==> src/rtl/chip_top_lite.sv <==
// chip_top_lite: minimal chip-level top with a UART console.
//   - Conditions rst_top into an internal core reset (async assert, 2-flop sync release).
//   - Transmits BOOT_BYTE once after every reset release.
//   - Receives 8N1 bytes, shows the last good byte on led, flags framing errors.
//   - Optional macro UART_ECHO_EN: echoes every good received byte back on txd.
//
// Ports:
//   clk_p   in   board clock, rising edge, the only clock used
//   clk_n   in   complement of clk_p, no functional use
//   rst_top in   asynchronous active-high board reset
//   rxd     in   UART receive (asynchronous, idles high)
//   txd     out  UART transmit (idles high)
//   led     out  [7:0] last correctly framed received byte
//   rx_err  out  sticky framing-error flag
//
// TX FSM
//   state    | meaning
//   TX_IDLE  | line high, waiting for the holding register to fill
//   TX_START | driving start bit (0)
//   TX_DATA  | driving data bits 0..7, LSB first
//   TX_STOP  | driving stop bit (1); chains straight into TX_START if a byte waits
//
// RX FSM
//   state    | meaning
//   RX_IDLE  | waiting for a synchronized 1->0 edge
//   RX_START | counting to the start-bit centre, rejects false starts
//   RX_DATA  | sampling data bits at bit centres
//   RX_STOP  | sampling the stop bit, commits byte or flags framing error
module chip_top_lite #(
  parameter int         CLK_DIV   = 868,
  parameter logic [7:0] BOOT_BYTE = 8'h42
) (
  input  logic       clk_p,
  input  logic       clk_n,
  input  logic       rst_top,
  input  logic       rxd,
  output logic       txd,
  output logic [7:0] led,
  output logic       rx_err
);

  localparam logic [11:0] DIV_M1  = 12'(CLK_DIV - 1);
  localparam logic [11:0] HALF_M1 = 12'(CLK_DIV / 2 - 1);

  // Core reset: asserts with rst_top, releases on the 2nd clock edge after it falls.
  logic rst_meta;
  logic rst_core;

  always_ff @(posedge clk_p or posedge rst_top) begin
    if (rst_top) begin
      rst_meta <= 1'b1;
      rst_core <= 1'b1;
    end else begin
      rst_meta <= 1'b0;
      rst_core <= rst_meta;
    end
  end

  // Receiver
  typedef enum logic [1:0] {RX_IDLE, RX_START, RX_DATA, RX_STOP} rx_state_t;

  rx_state_t   rx_state;
  logic        rxd_meta;
  logic        rxd_sync;
  logic        rxd_prev;
  logic [11:0] rx_cnt;
  logic [2:0]  rx_bit;
  logic [7:0]  rx_shift;
  logic        rx_valid;

  always_ff @(posedge clk_p or posedge rst_core) begin
    if (rst_core) begin
      rxd_meta <= 1'b1;
      rxd_sync <= 1'b1;
      rxd_prev <= 1'b1;
      rx_state <= RX_IDLE;
      rx_cnt   <= 12'd0;
      rx_bit   <= 3'd0;
      rx_shift <= 8'h00;
      rx_valid <= 1'b0;
      led      <= 8'h00;
      rx_err   <= 1'b0;
    end else begin
      rxd_meta <= rxd;
      rxd_sync <= rxd_meta;
      rxd_prev <= rxd_sync;
      rx_valid <= 1'b0;
      case (rx_state)
        RX_IDLE: begin
          if (rxd_prev && !rxd_sync) begin
            rx_state <= RX_START;
            rx_cnt   <= HALF_M1;
          end
        end
        RX_START: begin
          if (rx_cnt == 12'd0) begin
            if (rxd_sync) begin
              rx_state <= RX_IDLE;
            end else begin
              rx_state <= RX_DATA;
              rx_cnt   <= DIV_M1;
              rx_bit   <= 3'd0;
            end
          end else begin
            rx_cnt <= rx_cnt - 12'd1;
          end
        end
        RX_DATA: begin
          if (rx_cnt == 12'd0) begin
            rx_shift <= {rxd_sync, rx_shift[7:1]};
            rx_cnt   <= DIV_M1;
            if (rx_bit == 3'd7) rx_state <= RX_STOP;
            else                rx_bit   <= rx_bit + 3'd1;
          end else begin
            rx_cnt <= rx_cnt - 12'd1;
          end
        end
        RX_STOP: begin
          if (rx_cnt == 12'd0) begin
            if (rxd_sync) begin
              led      <= rx_shift;
              rx_valid <= 1'b1;
            end else begin
              rx_err <= 1'b1;
            end
            rx_state <= RX_IDLE;
          end else begin
            rx_cnt <= rx_cnt - 12'd1;
          end
        end
        default: rx_state <= RX_IDLE;
      endcase
    end
  end

  // Transmitter with a 1-deep holding register
  typedef enum logic [1:0] {TX_IDLE, TX_START, TX_DATA, TX_STOP} tx_state_t;

  tx_state_t   tx_state;
  logic [11:0] tx_cnt;
  logic [2:0]  tx_bit;
  logic [7:0]  tx_shift;
  logic        boot_pending;
  logic        hold_full;
  logic [7:0]  hold_data;
  logic        hold_take;
  logic        hold_accept;
  logic        wr_req;
  logic [7:0]  wr_data;

`ifdef UART_ECHO_EN
  // Boot byte only competes on the first cycle after release, before any rx_valid.
  assign wr_req  = boot_pending | rx_valid;
  assign wr_data = boot_pending ? BOOT_BYTE : led;
  logic unused_clk_n;
  assign unused_clk_n = clk_n;
`else
  assign wr_req  = boot_pending;
  assign wr_data = BOOT_BYTE;
  logic unused_sig;
  assign unused_sig = clk_n ^ rx_valid;
`endif

  // The FSM consumes the held byte when idle or at the very end of a stop bit.
  assign hold_take   = hold_full &&
                       ((tx_state == TX_IDLE) || ((tx_state == TX_STOP) && (tx_cnt == 12'd0)));
  assign hold_accept = wr_req && (!hold_full || hold_take);

  always_ff @(posedge clk_p or posedge rst_core) begin
    if (rst_core) begin
      boot_pending <= 1'b1;
      hold_full    <= 1'b0;
      hold_data    <= 8'h00;
      tx_state     <= TX_IDLE;
      tx_cnt       <= 12'd0;
      tx_bit       <= 3'd0;
      tx_shift     <= 8'h00;
      txd          <= 1'b1;
    end else begin
      boot_pending <= 1'b0;
      if (hold_accept) begin
        hold_full <= 1'b1;
        hold_data <= wr_data;
      end else if (hold_take) begin
        hold_full <= 1'b0;
      end

      case (tx_state)
        TX_IDLE: begin
          if (hold_full) begin
            tx_state <= TX_START;
            tx_shift <= hold_data;
            tx_cnt   <= DIV_M1;
            txd      <= 1'b0;
          end
        end
        TX_START: begin
          if (tx_cnt == 12'd0) begin
            tx_state <= TX_DATA;
            tx_cnt   <= DIV_M1;
            tx_bit   <= 3'd0;
            txd      <= tx_shift[0];
          end else begin
            tx_cnt <= tx_cnt - 12'd1;
          end
        end
        TX_DATA: begin
          if (tx_cnt == 12'd0) begin
            tx_cnt <= DIV_M1;
            if (tx_bit == 3'd7) begin
              tx_state <= TX_STOP;
              txd      <= 1'b1;
            end else begin
              tx_bit   <= tx_bit + 3'd1;
              tx_shift <= {1'b0, tx_shift[7:1]};
              txd      <= tx_shift[1];
            end
          end else begin
            tx_cnt <= tx_cnt - 12'd1;
          end
        end
        TX_STOP: begin
          if (tx_cnt == 12'd0) begin
            if (hold_full) begin
              tx_state <= TX_START;
              tx_shift <= hold_data;
              tx_cnt   <= DIV_M1;
              txd      <= 1'b0;
            end else begin
              tx_state <= TX_IDLE;
            end
          end else begin
            tx_cnt <= tx_cnt - 12'd1;
          end
        end
        default: tx_state <= TX_IDLE;
      endcase
    end
  end

endmodule

==> config.mk <==
export PLATFORM = sky130hd
export DESIGN_NAME = chip_top_lite
export DESIGN_NICKNAME = d
export VERILOG_FILES = /design/src/rtl/chip_top_lite.sv
export SDC_FILE = /design/constraint.sdc
export NUM_CORES = 1
export LEC_CHECK = 0
export CAP_MARGIN = 25
export CORE_UTILIZATION = 30
export CTS_BUF_LIST = sky130_fd_sc_hd__clkbuf_4 sky130_fd_sc_hd__clkbuf_8
export DETAILED_ROUTE_END_ITERATION = 8
export GPL_TIMING_DRIVEN = 1
export MAX_ROUTING_LAYER = met4
export PLACE_DENSITY = 0.56
export SLEW_MARGIN = 20
export SYNTH_ARGS = -nofsm -noshare
export SYNTH_HDL_FRONTEND = slang
export SYNTH_SLANG_ARGS = --single-unit
==> constraint.sdc <==
create_clock -name clk_p -period 2.25 [get_ports clk_p]
set_clock_uncertainty 0.05 [all_clocks]
set_input_delay 0.45 -clock clk_p [delete_from_list [all_inputs] [get_ports clk_p]]
set_output_delay 0.45 -clock clk_p [all_outputs]
set_load 0.005 [all_outputs]
* Word level (Yosys, flattened, before mapping)
Cells that the tools add are included.
Word-level totals: register bits 68, input port bits 4, output and inout port bits 10, word-level logic and storage cells 120
Cells by class: $add $sub $neg 4, equal/unequal tests 23, mux-type cells 46, bitwise gates (word level) 1, reductions and logical operators 27
Operators by type and width (count):
- 12-bit two-way mux | 8
- 12-bit case mux with 4 select lines | 1
- 12-bit case mux with 3 select lines | 1
- 8-bit two-way mux | 4
- 2-bit inequality test, second input constant | 13
- 12-bit logical NOT | 2
- 8-bit case mux with 3 select lines | 1
- 12-bit by 1-bit subtractor with 12-bit output, second input constant | 2
- 2-bit two-way mux | 11
- 3-bit two-way mux | 7
- 2-bit case mux with 4 select lines | 2
- 5-bit AND reduction | 3
- 3-bit case mux with 2 select lines | 2
- 3-bit AND reduction | 4
- 2-bit == test, second input constant | 4
- 1-bit two-way mux | 8
- 4-bit AND reduction | 2
- 3-bit by 1-bit adder with 3-bit output, second input constant | 2
- 3-bit == test, second input constant | 2
- 2-bit nonzero test | 3
- 2-bit by 1-bit == test with 1-bit output, second input constant | 2
- 1-bit logical AND | 4
- 2-bit logical NOT | 2
- 1-bit case mux with 4 select lines | 1
- 8 further kinds | 10

* Longest topological paths before layout
Gate-level depths: netlist of run 1.
depth after elaboration 7, gate-level depth with buffers 9, gate-level depth less buffers 7

* Worst setup path before layout of run 1
OpenSTA, ideal clock, no wires.
path type reg-to-reg, from reg rx_cnt[0], to reg led[0], library setup time 0.125 ns, arrival 2.059 ns, data required time 2.075 ns, setup slack 0.016 ns, stages on the path, launching flop included 10, buffers on the path 3, period minus slack after synthesis 2.234 ns, cells stage by stage dfrtp_1 > clkbuf_1 > inv_1 > ha_1 > nor4b_4 > and3_1 > buf_2 > and3_1 > buf_2 > mux2_2
Between the ends: longest elaborated chain between the ends 2
RTL lines:
- start: declaration | line 66 | logic [11:0] rx_cnt;
- start signal: assignment | line 105 | rx_cnt <= rx_cnt - 12'd1;
- start signal: assignment | line 115 | rx_cnt <= rx_cnt - 12'd1;
- start signal: assignment | line 128 | rx_cnt <= rx_cnt - 12'd1;
- 12-bit logical NOT | line 119 | if (rx_cnt == 12'd0) begin
- 3-bit AND reduction (no source line)
- end signal: assignment | line 121 | led <= rx_shift;
- end: declaration | line 38 | output logic [7:0] led,
Every way passes these cells. A chain may end at the register's enable or synchronous reset.

* Final worst setup path of run 1
from reg tx_cnt[1], to reg tx_cnt[6]
Between the ends: longest elaborated chain between the ends 3, elaborated cells on any way between the ends 5, classes of those cells add/sub: 1; mux: 3; reduce/logical: 1
RTL lines:
- start: declaration | line 140 | logic [11:0] tx_cnt;
- start signal: assignment | line 204 | tx_cnt <= tx_cnt - 12'd1;
- start signal: assignment | line 219 | tx_cnt <= tx_cnt - 12'd1;
- start signal: assignment | line 233 | tx_cnt <= tx_cnt - 12'd1;
- 12-bit by 1-bit subtractor with 12-bit output / 12-bit logical NOT (equally long branches)
- 12-bit two-way mux (on tied branches) | line 223, 198, 208
- 12-bit case mux with 3 select lines * | line 188 | case (tx_state)
Mark *: on every way between the ends. The rest lies on a longest branch, timed or not.

==> out/metrics.yaml, run 1 <==
outcome:
  status: "complete, no violations"
layout:
  fillCellCount: 1126
  antenna_cells: 0
  area_delta_synth_final_pct: 20.25
  drive_above_1_share_pct: 22.09
  layout.cells.non_filler: 555
  multiInputGateArea_sq_um: 1775
  finalNetCount: 427
  regArea_sq_um: 1685
power:
  pwr_density_cell_nw_per_um2: 856.1
  peakVddDrop_mv: 0.4439
  cellLeakagePower_nw: 1.922
yosys:
  synth.top_cell.area_share_pct: 42.18
  syn_area_sq_um: 3560
  synth_edf_count: 0
  avgSynthCellArea_sq_um: 9.833
  ys_async_sr_fraction_pct: 100.0
  synth_top_cells_by_area: "dfrtp_1, ha_1, o21ai_0"
  synthCells: 362
  ys_seq_area_share_pct: 47.35
  synth_ff_type: "dfrtp_1"
  yosys.area.top_type: "dfrtp_1"
  yosys_register_bits: 67
  yosysWarnings: 0
  synth_cell_type_count: 57
clocking:
  root_buffer: "clkbuf_8"
  clkLatencyLatePin_ns: 0.36
  clock-sinks: 67
  clock_path_buffers: 2
  cts_tree: "done"
  htreeDepth: 3
  holdBufCountCts: 0
  numCtsBuffers: 9
  path_clk_slew_ns: 0.08
die:
  dieArea_sq_um: 12310
  io_pins: 14
  dieHeight_um: 110.9
  die-width_um: 110.9
  core_area_sq_um: 11470
  rows: 39
  initial_utilization_pct: 31.04
setup_path:
  path_cells: "inv_1 > ha_1 > or4b_4 > nor3_4 > a21oi_1 > o31a_1 > o22a_1"
  cp.required_ns: 2.44
  critical-path-max-stage-delay_ns: 0.50
  worst_setup_path_end_kind: "register"
  path_max_fanout: 6
  setup.worst_path.start_class: "register"
  critPathKind: "reg -> reg"
  arrival_ns: 2.33
  slowest_stage: "or4b_4"
timing:
  setup_tns_ns: 0
  rsz0062_at_grt: "false"
  hold_violations: 0
  min_period_ns: 2.145
  finalCritPeriodShare_pct: 95.32
  final-setup-viol-count: 0
  slew_viol_final: 0
  fmax_mhz: 466.3
global_route:
  grt_max_degree: 39
  grt_overflow_total: 0
  first_global_vias: 2734
  track_usage_pct: 13.35
  grt_pass1_wl_um: 12940
  antenna_found_initial: 0
place:
  hpwl_um: 5351
  gp_congestion: 0.8609
  portBuffers: 12
  placedCellCount: 537
route:
  drc: 0
  postRouteAntennaNets: 0
  drt_first_pass_iters: 4
  drt_first_iter_violations: 145
  routed-wl-met2_um: 3575
  via_count: 2840
  route.met3.wl_um: 227
  wl_met1_um: 3489
  wl_per_cell_um: 13.40
  vias_per_cell: 5.117
  routed_wl_um: 7439
  top_layer: "met4"
worst_hold_path:
  hold_path.class: "reg -> async"
run:
  drv_cap: 0
metrics by stage:
| stage | instance area [sq um] | power (mW) | setup WS (ns) | hold slack, ns | util [%] |
|---|---|---|---|---|---|
| 2_1_floorplan | 3563 | 2.221 | 0.01582 | 0.2952 | - |
| 3_3_place_gp | 4040 | 2.614 | 0.1015 | 0.2748 | 35.23 |
| 6_report | 4280 | 3.664 | 0.1053 | 0.2653 | 37.33 |
| 4_1_cts | 4245 | 3.702 | 0.06011 | 0.2833 | 37.02 |
| 3_5_place_dp | 4040 | 2.630 | 0.08149 | 0.2793 | 35.23 |
| 5_1_grt | 4280 | 3.931 | 0.001748 | 0.3115 | 37.33 |
cells by family after synthesis:
family	synth area share [%]
muxes	5.343
other	0.1053
AOI/OAI and AO/OA	20.60
DFF	47.35
buffers and inverters	3.444
adders and majority gates	5.624
and+or+nand+nor	17.54
cell usage after synthesis (all sizes together), types with 7 or more instances:
library cell / count
ha: 16
nor3: 11
a31oi: 9
o21ai: 42
buf: 7
nand2: 36
nor2: 30
dfstp: 7
a21oi: 23
dfrtp: 60
nor4: 8
a21o: 8
mux2: 16
inv: 16
placed cells by master (no fill, tap or decap), types with 4 or more instances in the layout:
cell,instances
inv_1,15
nand3_1,6
o22a_1,6
buf_4,34
o21ai_0,35
nand2_1,36
a21oi_1,23
o21ai_1,6
o31ai_1,4
clkbuf_8,9
mux2_2,16
dfrtp_1,60
nor3_1,9
clkdlybuf4s50_1,12
nor2_1,30
dfstp_2,7
ha_1,16
a21o_1,8
nor4_1,6
a31oi_1,9
layout make-up:
cell class                 count  share of cell area [%]
tap                          143                   4.180
multi-input combinational    267                   41.48
sequential                    67                   39.37
clock inverter                 7                   1.900
inverter                      16                   1.403
timing repair buffer          46                   8.769
clock buffer                   9                   2.894
flip-flops by register name, indices dropped and copies added, names as in the netlist, 2 cells and up, named ones only:
| signal | cells |
|---|---|
| tx_state | 2 |
| rx_shift | 8 |
| tx_bit | 3 |
| led | 8 |
| rx_bit | 3 |
| rx_cnt | 12 |
| tx_shift | 7 |
| tx_cnt | 12 |
critical path: cells and delay by family (launching register included):
family / cells / cell delay (ns)
compound gates: 3 / 0.55
flops: 1 / 0.38
fa+ha+maj: 1 / 0.17
buf+inv: 1 / 0.08
simple gates: 2 / 0.80
worst paths after layout:
check	startpoint	to	slack [ns]	cells after the start
hold reg to reg	rst_core	led[0]	0.27	2
max in group asynchronous	rst_core	txd	1.46	2
setup reg to reg	tx_cnt[1]	tx_cnt[6]	0.11	7
hold / removal	rst_core	led[0]	0.27	2
min in group clk_p	rst_meta	rst_core	0.31	0
setup / recovery	tx_cnt[1]	tx_cnt[6]	0.11	7
per-layer routing:
metal  vias up  global-route usage, %
li1       1407                      -
met1      1382                  16.02
met2        41                  21.28
met3        10                  3.445
met4         0                  5.600
met5         -                      -
power by group:
part / switching [mW] / total [mW] / internal [mW] / leakage [nW]
clock network: 0.521 / 1.05 / 0.527 / 0.101
registers: 0.119 / 1.44 / 1.32 / 0.855
logic: 0.656 / 1.18 / 0.522 / 0.966
timing repair:
| item | in CTS | in global routing |
|---|---|---|
| endpoints found under the hold margin | 0 | 0 |
| resized for setup | 0 | 7 |
| buffers inserted | 0 | 2 |
| setup endpoints to repair | 0 | 18 |
Power figures use the tool's default switching activity.
==> inputs of run 2 (changes only) <==
CORE_UTILIZATION = 41   (was 30)
PLACE_DENSITY = 0.71   (was 0.56)
REMOVE_ABC_BUFFERS = 1   (was default)
clock period = 1.8 ns   (was 2.25 ns; I/O delays follow)
==> run 2 against run 1 <==
Against the previous run:
- the run now ends with setup timing left
- wire length is 46% higher
- critical path depth is 1 higher
- clock power is 11% higher
- fmax is 6.0% higher
- hold slack worse by 0.029 ns
- cell area is 29% higher
- combinational power grew to 2.5 times the previous value
- non-clock buffer count is 88 higher
- largest power group is now combinational logic
==> out/metrics.yaml, run 2 (synthesis results as in run 1) <==
timing:
  slew_headroom_pct: 64.59
  hold_violations: 0  # unchanged
  whs_ns: 0.2361  # -0.02921 ns
  final-setup-viol-count: 49  # +49
  min_period_ns: 2.024  # -0.1211 ns
  rsz0062_at_grt: "true"
  finalCritPeriodShare_pct: 112.4  # +17 points
  setup_ws_ns: -0.2236  # -0.3289 ns
  fmax_mhz: 494.2  # +6.0%
  slew_viol_final: 0  # unchanged
  tightest_slew_ns: 0.5304
place:
  dp_worst_setup_slack_ns: -0.3661  # -0.4476 ns
  gp_congestion: 0.9090  # +5.6%
  hpwl_um: 5966  # +11%
  portBuffers: 12  # unchanged
layout:
  finalNetCount: 516  # +21%
  antenna_cells: 0  # unchanged
  fillCellCount: 574  # -49%
  layout_common_cells: "buf_4, dfrtp_1, nand2_1"
  reg_top3: "rx_cnt (12), tx_cnt (12)"
  area_delta_synth_final_pct: 54.73
  drive_above_1_share_pct: 50.20  # +28 points
  final_common_cell: "buf_4"
setup_path:
  path_max_fanout: 5  # -1
  rr_startpoint: "tx_cnt[0]"
  cp.required_ns: 1.99  # -0.45 ns
  regToRegSetupSlack_ns: -0.22  # -0.33 ns
  critical-path-max-stage-delay_ns: 0.48  # -0.02 ns
  critPathKind: "reg -> reg"
  arrival_ns: 2.21  # -0.12 ns
  crit_end: "tx_cnt[5]"
  setup.worst_path.start_class: "register"
  reg2reg_to: "tx_cnt[5]"
  path_cells: "inv_2 > ha_4 > or4b_4 > nor3_4 > buf_6 > a21oi_4 > o31a_1 > o22a_1"
  rr_worst_depth: 8  # +1
  slowest_stage: "or4b_4"
  worst_setup_path_end_kind: "register"
  critical_path.startpoint: "tx_cnt[0]"
clocking:
  holdBufCountCts: 0  # unchanged
  clock-sinks: 67  # unchanged
  clock_path_buffers: 2  # unchanged
  numCtsBuffers: 9  # unchanged
  clkLatencyLatePin_ns: 0.35  # about the same
  root_buffer: "clkbuf_8"
  htreeDepth: 3  # unchanged
  cts_tree: "done"
  path_clk_slew_ns: 0.09  # about the same
route:
  wl_per_cell_um: 17.92  # +34%
  vias_per_cell: 5.732  # +12%
  drt_first_iter_violations: 185  # +28%
  drt_first_pass_iters: 4  # unchanged
  via_count: 3468  # +22%
  postRouteAntennaNets: 0  # unchanged
  drc: 0  # unchanged
  routed_wl_um: 10840  # +46%
power:
  pwr_density_cell_nw_per_um2: 1072  # +25%
  cellLeakagePower_nw: 2.486  # +29%
  peakVddDrop_mv: 0.6215  # +40%
outcome:
  status: "finished with violations"
  violations: "setup timing"
die:
  io_pins: 14  # unchanged
  dieHeight_um: 95.18  # -14%
  rows: 33  # -15%
  core_area_sq_um: 8299  # -28%
  dieArea_sq_um: 9058  # -26%
  die-width_um: 95.18  # -14%
  initial_utilization_pct: 42.89  # +12 points
global_route:
  grt_overflow_total: 0  # unchanged
  antenna_found_initial: 0  # unchanged
  track_usage_pct: 24.83  # +11 points
  grt_pass1_wl_um: 16570  # +28%
  grt_max_degree: 34  # -13%
  first_global_vias: 3490  # +28%
worst_hold_path:
  hold_path.class: "reg -> async"
run:
  drv_cap: 0  # unchanged
[run 2: cell count changes in the layout (fill, tap and decap cells not counted), sizes merged]
cell	before	now
buf	34	122
bufinv	1	0
clkbuf	9	10
clkdlybuf4s50	12	11
clkinv	2	0
clkinvlp	1	4
dlygate4sd2	0	1
inv	19	17
o32a	1	2
[run 2: report_power, final]
part	switching, mW	leakage [nW]	internal, mW
clock	0.631	0.0770	0.534
combinational	1.55	1.56	1.41
sequential	0.121	0.854	1.65
[run 2: per-layer routing]
| layer | GRT usage [%] | vias up | wire, um |
|---|---|---|---|
| li1 | - | 1590 | - |
| met1 | 27.35 | 1718 | 4355 |
| met2 | 42.20 | 128 | 5529 |
| met3 | 5.582 | 32 | 590 |
| met4 | 12.12 | 0 | 365 |
| met5 | - | - | 0 |
[run 2: worst min-delay path by stage]
| stage | depth (start not counted) | from | end |
|---|---|---|---|
| floorplan | 1 | rst_top | rst_core |
| global placement | 1 | rst_core | rx_cnt[0] |
| detailed placement | 1 | rst_core | rx_cnt[0] |
| CTS | 1 | rst_core | tx_cnt[6] |
| global route | 1 | rst_core | tx_cnt[6] |
| finish | 1 | rst_core | tx_cnt[6] |
[run 2: critical path: cells and delay by family, from the launching register on]
kind | cells | cell delay, ns
AOI/OAI and AO/OA | 3 | 0.35
and+or+nand+nor | 2 | 0.73
buffers and inverters | 2 | 0.26
DFF | 1 | 0.40
adders and majority gates | 1 | 0.13
[run 2: cell type report]
class                   instances  area (sq um)  area share (%)
multi-input cells             268          2320           42.12
flip-flops and latches         67          1687           30.62
repair buffers                134          1134           20.58
clock buffers                  10         137.6           2.499
well taps                     105         131.4           2.385
inverters                      16         60.06           1.090
clock inverters                 5         38.79          0.7042
[run 2: timing repair]
action	4_1_cts	5_1_grt
setup endpoints to repair	56	59
hold endpoints to repair	0	0
resized for setup	98	74
pin swaps	37	38
buffers inserted	25	11
cloned	3	0
[run 2: per-stage QoR]
| stage | instance area, sq um | instances | setup TNS (ns) | util [%] | power [mW] |
|---|---|---|---|---|---|
| after detailed placement | 4468 | 559 | -8.367 | 53.84 | 3.585 |
| final | 5508 | 605 | -4.717 | 66.37 | 5.907 |
| after global routing | 5508 | 605 | -8.548 | 66.37 | 6.190 |
| after CTS | 5204 | 600 | -4.057 | 62.70 | 5.310 |
| after floorplan | 3501 | 350 | -23.40 | - | 2.747 |
| after global placement | 4468 | 559 | -6.433 | 53.84 | 3.533 |
==> inputs of run 3 (changes only) <==
CTS_BUF_LIST = default   (was sky130_fd_sc_hd__clkbuf_4 sky130_fd_sc_hd__clkbuf_8)
==> results of run 3 <==
No change in the layout: final DEF, timing and power equal those of run 2.
